<file path="src/rtl/gf180mcu_fd_sc_mcu7t5v0__nand3_bist_ctrl.sv">
// gf180mcu_fd_sc_mcu7t5v0__nand3_bist_ctrl: exhaustive BIST sweep of a NAND3 cell with mismatch statistics
module gf180mcu_fd_sc_mcu7t5v0__nand3_bist_ctrl #(
   parameter int SETTLE = 2,
   parameter int SWEEPS = 1
) (
   input  logic       CLK,
   input  logic       RST,
   input  logic       START,
   input  logic       ZN,
   output logic       A1,
   output logic       A2,
   output logic       A3,
   output logic       BUSY,
   output logic       DONE,
   output logic       PASS,
   output logic [3:0] ERR_CNT,
   output logic [2:0] FIRST_ERR
);
   localparam logic [1:0] S_IDLE   = 2'd0;
   localparam logic [1:0] S_SETTLE = 2'd1;
   localparam logic [1:0] S_SAMPLE = 2'd2;
   localparam logic [3:0] CNT_INIT   = 4'(SETTLE - 1);
   localparam logic [7:0] SWEEP_LAST = 8'(SWEEPS - 1);
   logic [1:0] state;
   logic [2:0] v;
   logic [3:0] cnt;
   logic [7:0] sweep;
   logic       mismatch;
   logic [3:0] err_next;
   assign {A3, A2, A1} = v;
   assign mismatch = ZN != ~&v;
   assign err_next = (mismatch && ERR_CNT != 4'd15) ? ERR_CNT + 4'd1 : ERR_CNT;
   always_ff @(posedge CLK or posedge RST)
      if (RST) begin
         state     <= S_IDLE;
         v         <= '0;
         cnt       <= '0;
         sweep     <= '0;
         BUSY      <= 1'b0;
         DONE      <= 1'b0;
         PASS      <= 1'b0;
         ERR_CNT   <= '0;
         FIRST_ERR <= '0;
      end else
         case (state)
            S_IDLE:
               if (START) begin
                  state     <= S_SETTLE;
                  v         <= '0;
                  sweep     <= '0;
                  cnt       <= CNT_INIT;
                  BUSY      <= 1'b1;
                  DONE      <= 1'b0;
                  PASS      <= 1'b0;
                  ERR_CNT   <= '0;
                  FIRST_ERR <= '0;
               end
            S_SETTLE:
               if (cnt == 4'd0) state <= S_SAMPLE;
               else cnt <= cnt - 4'd1;
            S_SAMPLE: begin
               ERR_CNT <= err_next;
               if (mismatch && ERR_CNT == 4'd0) FIRST_ERR <= v;
               // v wraps 7 -> 0 both between sweeps and at run end
               v <= v + 3'd1;
               if (v != 3'd7 || sweep != SWEEP_LAST) begin
                  cnt   <= CNT_INIT;
                  state <= S_SETTLE;
                  if (v == 3'd7) sweep <= sweep + 8'd1;
               end else begin
                  state <= S_IDLE;
                  BUSY  <= 1'b0;
                  DONE  <= 1'b1;
                  PASS  <= err_next == 4'd0;
               end
            end
            default: state <= S_IDLE;
         endcase
endmodule

</file>
<file path="config.mk">
export PLATFORM = sky130hd
export DESIGN_NAME = gf180mcu_fd_sc_mcu7t5v0__nand3_bist_ctrl
export DESIGN_NICKNAME = d
export VERILOG_FILES = /design/src/rtl/gf180mcu_fd_sc_mcu7t5v0__nand3_bist_ctrl.sv
export SDC_FILE = /design/constraint.sdc
export NUM_CORES = 1
export LEC_CHECK = 0
export ABC_AREA = 1
export CORE_UTILIZATION = 50
export DETAILED_ROUTE_END_ITERATION = 7
export GPL_ROUTABILITY_DRIVEN = 0
export PLACE_DENSITY = 0.75
export RECOVER_POWER = 25
export SYNTH_ARGS = -nofsm -noshare
export SYNTH_HDL_FRONTEND = slang
export SYNTH_SLANG_ARGS = --single-unit
</file>
<file path="constraint.sdc">
create_clock -name CLK -period 1.6 [get_ports CLK]
set_input_delay 0.24 -clock CLK [delete_from_list [all_inputs] [get_ports CLK]]
set_output_delay 0.24 -clock CLK [all_outputs]
set_load 0.05 [all_outputs]
</file>
# [Word level (Yosys, flattened, before mapping)]
# Index checks and enable logic that the tools add are counted.
[op_classes] addsub=4 n_eq_ne=13 muxes=27 reduce_logical=18
[ops] op="$mux 8" n=3
[ops] op="$mux 4" n=5
[ops] op="$pmux 8 s2" n=1
[ops] op="$ne 2x2->1 const B" n=7
[ops] op="$logic_not 4->1" n=3
[ops] op="$pmux 3 s2" n=2
[ops] op="$pmux 4 s3" n=1
[ops] op="$reduce_and 3->1" n=3
[ops] op="$add 8x1->8 const B" n=1
[ops] op="$pmux 4 s2" n=1
[ops] op="$reduce_and 4->1" n=2
[ops] op="$reduce_bool 8->1" n=1
[ops] op="$mux 1" n=6
[ops] op="$mux 3" n=2
[ops] op="$pmux 1 s2" n=3
[ops] op="$pmux 2 s3" n=1
[ops] op="$add 4x1->4 const B" n=1
[ops] op="$mux 2" n=2
[ops] op="$ne 4x4->1 const B" n=1
[ops] op="$reduce_and 2->1" n=2
[ops] op="$sub 4x1->4 const B" n=1
[ops] op="$add 3x1->3 const B" n=1
[ops] op="$eq 3x3->1 const B" n=1
[ops] op="$ne 3x3->1 const B" n=1
[ops] op="9 further kinds" n=10
[word_totals] reg_bits=27 inputBits=4 elab_cells=71

# [Depth between registers and ports, before layout]
[depth] word_depth=8 mapped_depth=10 ltp_nobuf=10

# [Least setup slack after synthesis]
# No wires, ideal clock.
[synth_timing] path_kind="register -> register" start="register v[0]" end="register PASS" setup_time_ns=0.124 arrival_ns=1.766 required_time_ns=1.476 slack_ns=-0.290 stages_incl_launch_ff=9 period_less_slack_ns=1.890 path_cell_list="dfrtp_1 ha_1 ha_1 nand2_1 nor2_1 nand2_2 nor2_2 nor2_1 o21bai_1"
[synth_via] elab_chain_cells=8 elab_cells_between_ends=12 classes_between="eq/ne (3); mux (3); reduce/logical (6)"
[synth_lines] element="from (decl)" line_no="25" source="logic [2:0] v;"
[synth_lines] element="from (signal assigned)" line_no="65" source="v <= v + 3'd1;"
[synth_lines] element="$reduce_and 3->1" line_no="31" source="assign mismatch = ZN != ~&v;"
[synth_lines] element="$logic_not 1->1" line_no="31"
[synth_lines] element="$ne 1x1->1" line_no="31"
[synth_lines] element="$logic_and 1x1->1" line_no="32" source="assign err_next = (mismatch && ERR_CNT != 4'd15) ? ERR_CNT + 4'd1 : ERR_CNT;"
[synth_lines] element="$mux 4" line_no="32"
[synth_lines] element="$logic_not 4->1" line_no="74" source="PASS <= err_next == 4'd0;"
[synth_lines] element="$mux 1" line_no="66" source="if (v != 3'd7 || sweep != SWEEP_LAST) begin"
[synth_lines] element="$pmux 1 s2" line_no="45" source="case (state)"
[synth_lines] element="to (signal assigned)" line_no="41" source="PASS <= 1'b0;"
[synth_lines] element="to (signal assigned)" line_no="54" source="PASS <= 1'b0;"
[synth_lines] element="to (signal assigned)" line_no="74"
[synth_lines] element="to (decl)" line_no="15" source="output logic PASS,"
# Several ways; a longest one is shown, not always the timed one. The select of a mux whose other input is x is not followed.
# A chain may end at the register's enable or synchronous reset.

# [Worst setup path after layout]
[layout_timing] start="register v[0]" end="register FIRST_ERR[1]"
[layout_via] elab_chain_cells=6
[layout_lines] element="$reduce_and 3->1" line_no="31"
[layout_lines] element="$logic_not 1->1" line_no="31"
[layout_lines] element="$ne 1x1->1" line_no="31"
[layout_lines] element="$logic_and 1x1->1" line_no="63" source="if (mismatch && ERR_CNT == 4'd0) FIRST_ERR <= v;"
[layout_lines] element="$ne 2x2->1 (no source line)"
[layout_lines] element="$reduce_and 3->1 (no source line)"
[layout_lines] element="to (signal assigned)" line_no="63"
[layout_lines] element="to (decl)" line_no="17" source="output logic [2:0] FIRST_ERR"
# Every way passes these cells.

==> results.yml <==
job:
  drv.max_cap_violation_count: 0
layout:
  n_antenna_cell: 0
  post_route_cells_drive_above_1_share: 0.210
  layout_overhead_on_the_synthesized_area_pct: 20.1
  num-nets-final: 236
  post-route-util: 0.652
  filler_cell_count: 256
clock_tree:
  clock_sinks: 27
  max-clock-path-buffers: 2
  clk_pin_slew_ns: 0.14
  htree_levels: 1
  tritoncts_clock_tree: "yes"
  later_pin_clock_latency_in_the_skew_report_ns: 0.32
  cts_root_buf: "sky130_fd_sc_hd__clkbuf_4"
  cts_inserted_buffers: 3
worst_setup_path:
  cp-start-kind: "register"
  worstPathMaxFanout: 5
  r2r_start: "v[0]"
  timing.reg2reg.worst_path_depth: 8
  required_ns: 1.82
  setup.worst_path.class: "reg -> reg"
  worst_r2r_endpoint: "FIRST_ERR[1]"
  setup.reg_to_reg.worst_slack_ns: 0.08
  setup.worst_path.end_class: "register"
  worst-endpoint-arrival_ns: 1.75
synthesis:
  seq_area_frac_synth: 0.440
  synth_most_common_cell: "sky130_fd_sc_hd__nand2_1"
  synth_cell_types: 24
  netlist.top_cell.by_area: "sky130_fd_sc_hd__dfrtp_1"
  postSynthAreaPerCell_sq_um: 7.71
  synth_commonest_cells: "sky130_fd_sc_hd__nand2_1, sky130_fd_sc_hd__inv_1, sky130_fd_sc_hd__dfrtp_1"
  gate_count_post_synth: 199
  synth_top_cell_area_share: 0.440
  ys_async_sr_fraction: 1.00
  ys.warnings.count: 0
  ys_ff_latch: 27
  postSynth.topFlopCell: "sky130_fd_sc_hd__dfrtp_1"
  synthesis.area_sq_mm: 0.00154
  main_area_contributors_after_synthesis: "sky130_fd_sc_hd__dfrtp_1, sky130_fd_sc_hd__nand2_1, sky130_fd_sc_hd__nand3_1"
  synth_nets: 210
  synth_enable_flop_cells: 0
die:
  starting_utilization_of_the_core_area: 0.543
  ios: 17
  placementRows: 19
  fp.coreArea_sq_mm: 0.00283
  die_x_um: 57.4
  fp.dieArea_sq_mm: 0.00330
  fp.dieH_um: 57.4
sta:
  worst_pin_slew_ns: 0.672
  finalCriticalPeriod_ns: 1.52
  slew_headroom: 0.552
  layout_worst_path_cycle_share: 0.953
  grt_setup_unrepaired: "true"
  finalSetupViolations: 0
  final_clock_skew_ns: 0.00232
  achievable-frequency_mhz: 656
  drv_slew: 0
  final_hold_viol_count: 0
pwr:
  p_total_mw: 1.96
  share_comb_of_total_power: 0.408
  share_seq_of_total_power: 0.441
  power_switching_share: 0.435
  clock_power_share: 0.151
  leakagePower_nw: 0.984
  worst_ir_drop_vdd_mv: 0.841
  p_int_mw: 1.11
  power-per-cell-area_mw_per_mm2: 1060
  switching_power_uw: 851
placed_design:
  port-buffer-count: 16
  place_hpwl_um: 2380
route:
  vias: 1362
  routed_via_density: 5.34
  wl_final_um: 3230
  route.detailed.drc: 3
  detailedRoute.firstIterationViolations: 84
  drt_pass1_iterations: 6
  postRouteAntennaNets: 0
  drt-wirelength-per-cell_um: 12.7
global_route:
  grt_antenna_before_repair: 0
  grt_util_all_layers: 0.221
  grt_pass1_wl_um: 5710
  grt_start_max_net_pins: 28
  global_route_total_overflow: 0
  grt_pass1_vias: 1316
status:
  failed_checks: "DRC"
  outcome: "complete, but fails checks"
hold_path:
  hold_path_class: "in -> async"
-- state kept, by name (all words and copies together) (netlist names) --
signal     cells
DONE           1
v              3
cnt            4
FIRST_ERR      3
sweep          8
BUSY           1
PASS           1
state          2
ERR_CNT        4
-- layout by cell type (no fill, tap or decap), types with 2 or more instances in the layout --
cell type,instances
sky130_fd_sc_hd__a21oi_1,3
sky130_fd_sc_hd__buf_4,18
sky130_fd_sc_hd__clkbuf_4,3
sky130_fd_sc_hd__clkdlybuf4s50_1,2
sky130_fd_sc_hd__dfrtp_1,24
sky130_fd_sc_hd__dfrtp_2,3
sky130_fd_sc_hd__ha_1,5
sky130_fd_sc_hd__ha_4,2
sky130_fd_sc_hd__inv_1,30
sky130_fd_sc_hd__nand2_1,48
sky130_fd_sc_hd__nand2_2,5
sky130_fd_sc_hd__nand2_4,4
sky130_fd_sc_hd__nand3_1,21
sky130_fd_sc_hd__nand3_2,3
sky130_fd_sc_hd__nor2_1,15
sky130_fd_sc_hd__nor2_4,2
sky130_fd_sc_hd__o21ai_0,10
sky130_fd_sc_hd__o21ai_1,5
sky130_fd_sc_hd__o21ai_2,3
sky130_fd_sc_hd__o22ai_1,4
sky130_fd_sc_hd__xor2_1,3
-- area by class of cell --
class,count,area (sq um),area share
well taps,31,38.8,0.0210
clock buffers,4,26.3,0.0142
flip-flops and latches,27,679,0.368
repair buffers,22,170,0.0923
multi-input cells,141,817,0.443
inverters,30,113,0.0611
-- critical path, cell delays in order, from the launching register on --
cell	delay, ns
sky130_fd_sc_hd__dfrtp_2	0.45
sky130_fd_sc_hd__ha_4	0.17
sky130_fd_sc_hd__ha_4	0.18
sky130_fd_sc_hd__nand2_2	0.08
sky130_fd_sc_hd__nand2_1	0.08
sky130_fd_sc_hd__o21ai_2	0.20
sky130_fd_sc_hd__nand2_2	0.11
sky130_fd_sc_hd__nand3_1	0.08
sky130_fd_sc_hd__o21ai_1	0.07
-- what timing repair did --
action / 4_1_cts / 5_1_grt
buffers inserted: 1 / 2
gates resized for setup: 1 / 15
setup endpoints to repair: 3 / 15
pin swaps: 0 / 8
hold buffers: 0 / 0
-- per-stage QoR --
step	hold WS (ns)	worst slack, ns	instance area, sq um	setup TNS (ns)	instances
5_1_grt	0.565	-0.0140	1840	-0.0181	255
4_1_cts	0.271	0.0119	1790	0	253
3_5_place_dp	0.496	-0.0167	1750	-0.0194	248
6_report	0.522	0.0756	1840	0	255
2_1_floorplan	0.293	0.0124	1570	0	199
3_3_place_gp	0.493	0.0585	1750	0	248
-- cell families (layout without fill, tap and decap cells) --
family	after synthesis	count (layout)	synth area share
buffers and inverters	31	56	0.0782
flip-flops	27	27	0.440
XOR/XNOR	4	4	0.0228
adder cells (fa/ha/maj)	7	7	0.0570
AO/OA/AOI/OAI	28	28	0.109
AND/OR/NAND/NOR	102	102	0.293
-- worst max path at each step --
stage,startpoint,to,slack [ns],cells after the start
floorplan,v[0],cnt[0],0.01,9
global placement,ZN,FIRST_ERR[2],0.06,8
detailed placement,ZN,FIRST_ERR[1],-0.02,8
CTS,v[1],cnt[0],0.01,9
global route,v[0],sweep[6],-0.01,9
finish,v[0],FIRST_ERR[1],0.08,8
-- power groups by stage --
stage | clock network, mW | logic (mW) | registers (mW)
2_1_floorplan | 0 | 0.282 | 1.15
3_3_place_gp | 0 | 0.774 | 0.865
3_5_place_dp | 0 | 0.792 | 0.868
4_1_cts | 0.306 | 0.794 | 0.858
5_1_grt | 0.327 | 0.869 | 0.880
6_report | 0.295 | 0.799 | 0.863
-- routing by layer --
metal,GRT usage,part of all wire,vias to the layer above,wire length [um]
met2,0.365,0.48,24,1550
met5,0,0,-,0
met4,0.0697,0.0068,0,22
met1,0.308,0.48,644,1550
met3,0.0204,0.033,2,106
li1,-,-,692,-
(Power assumes the default switching activity.)
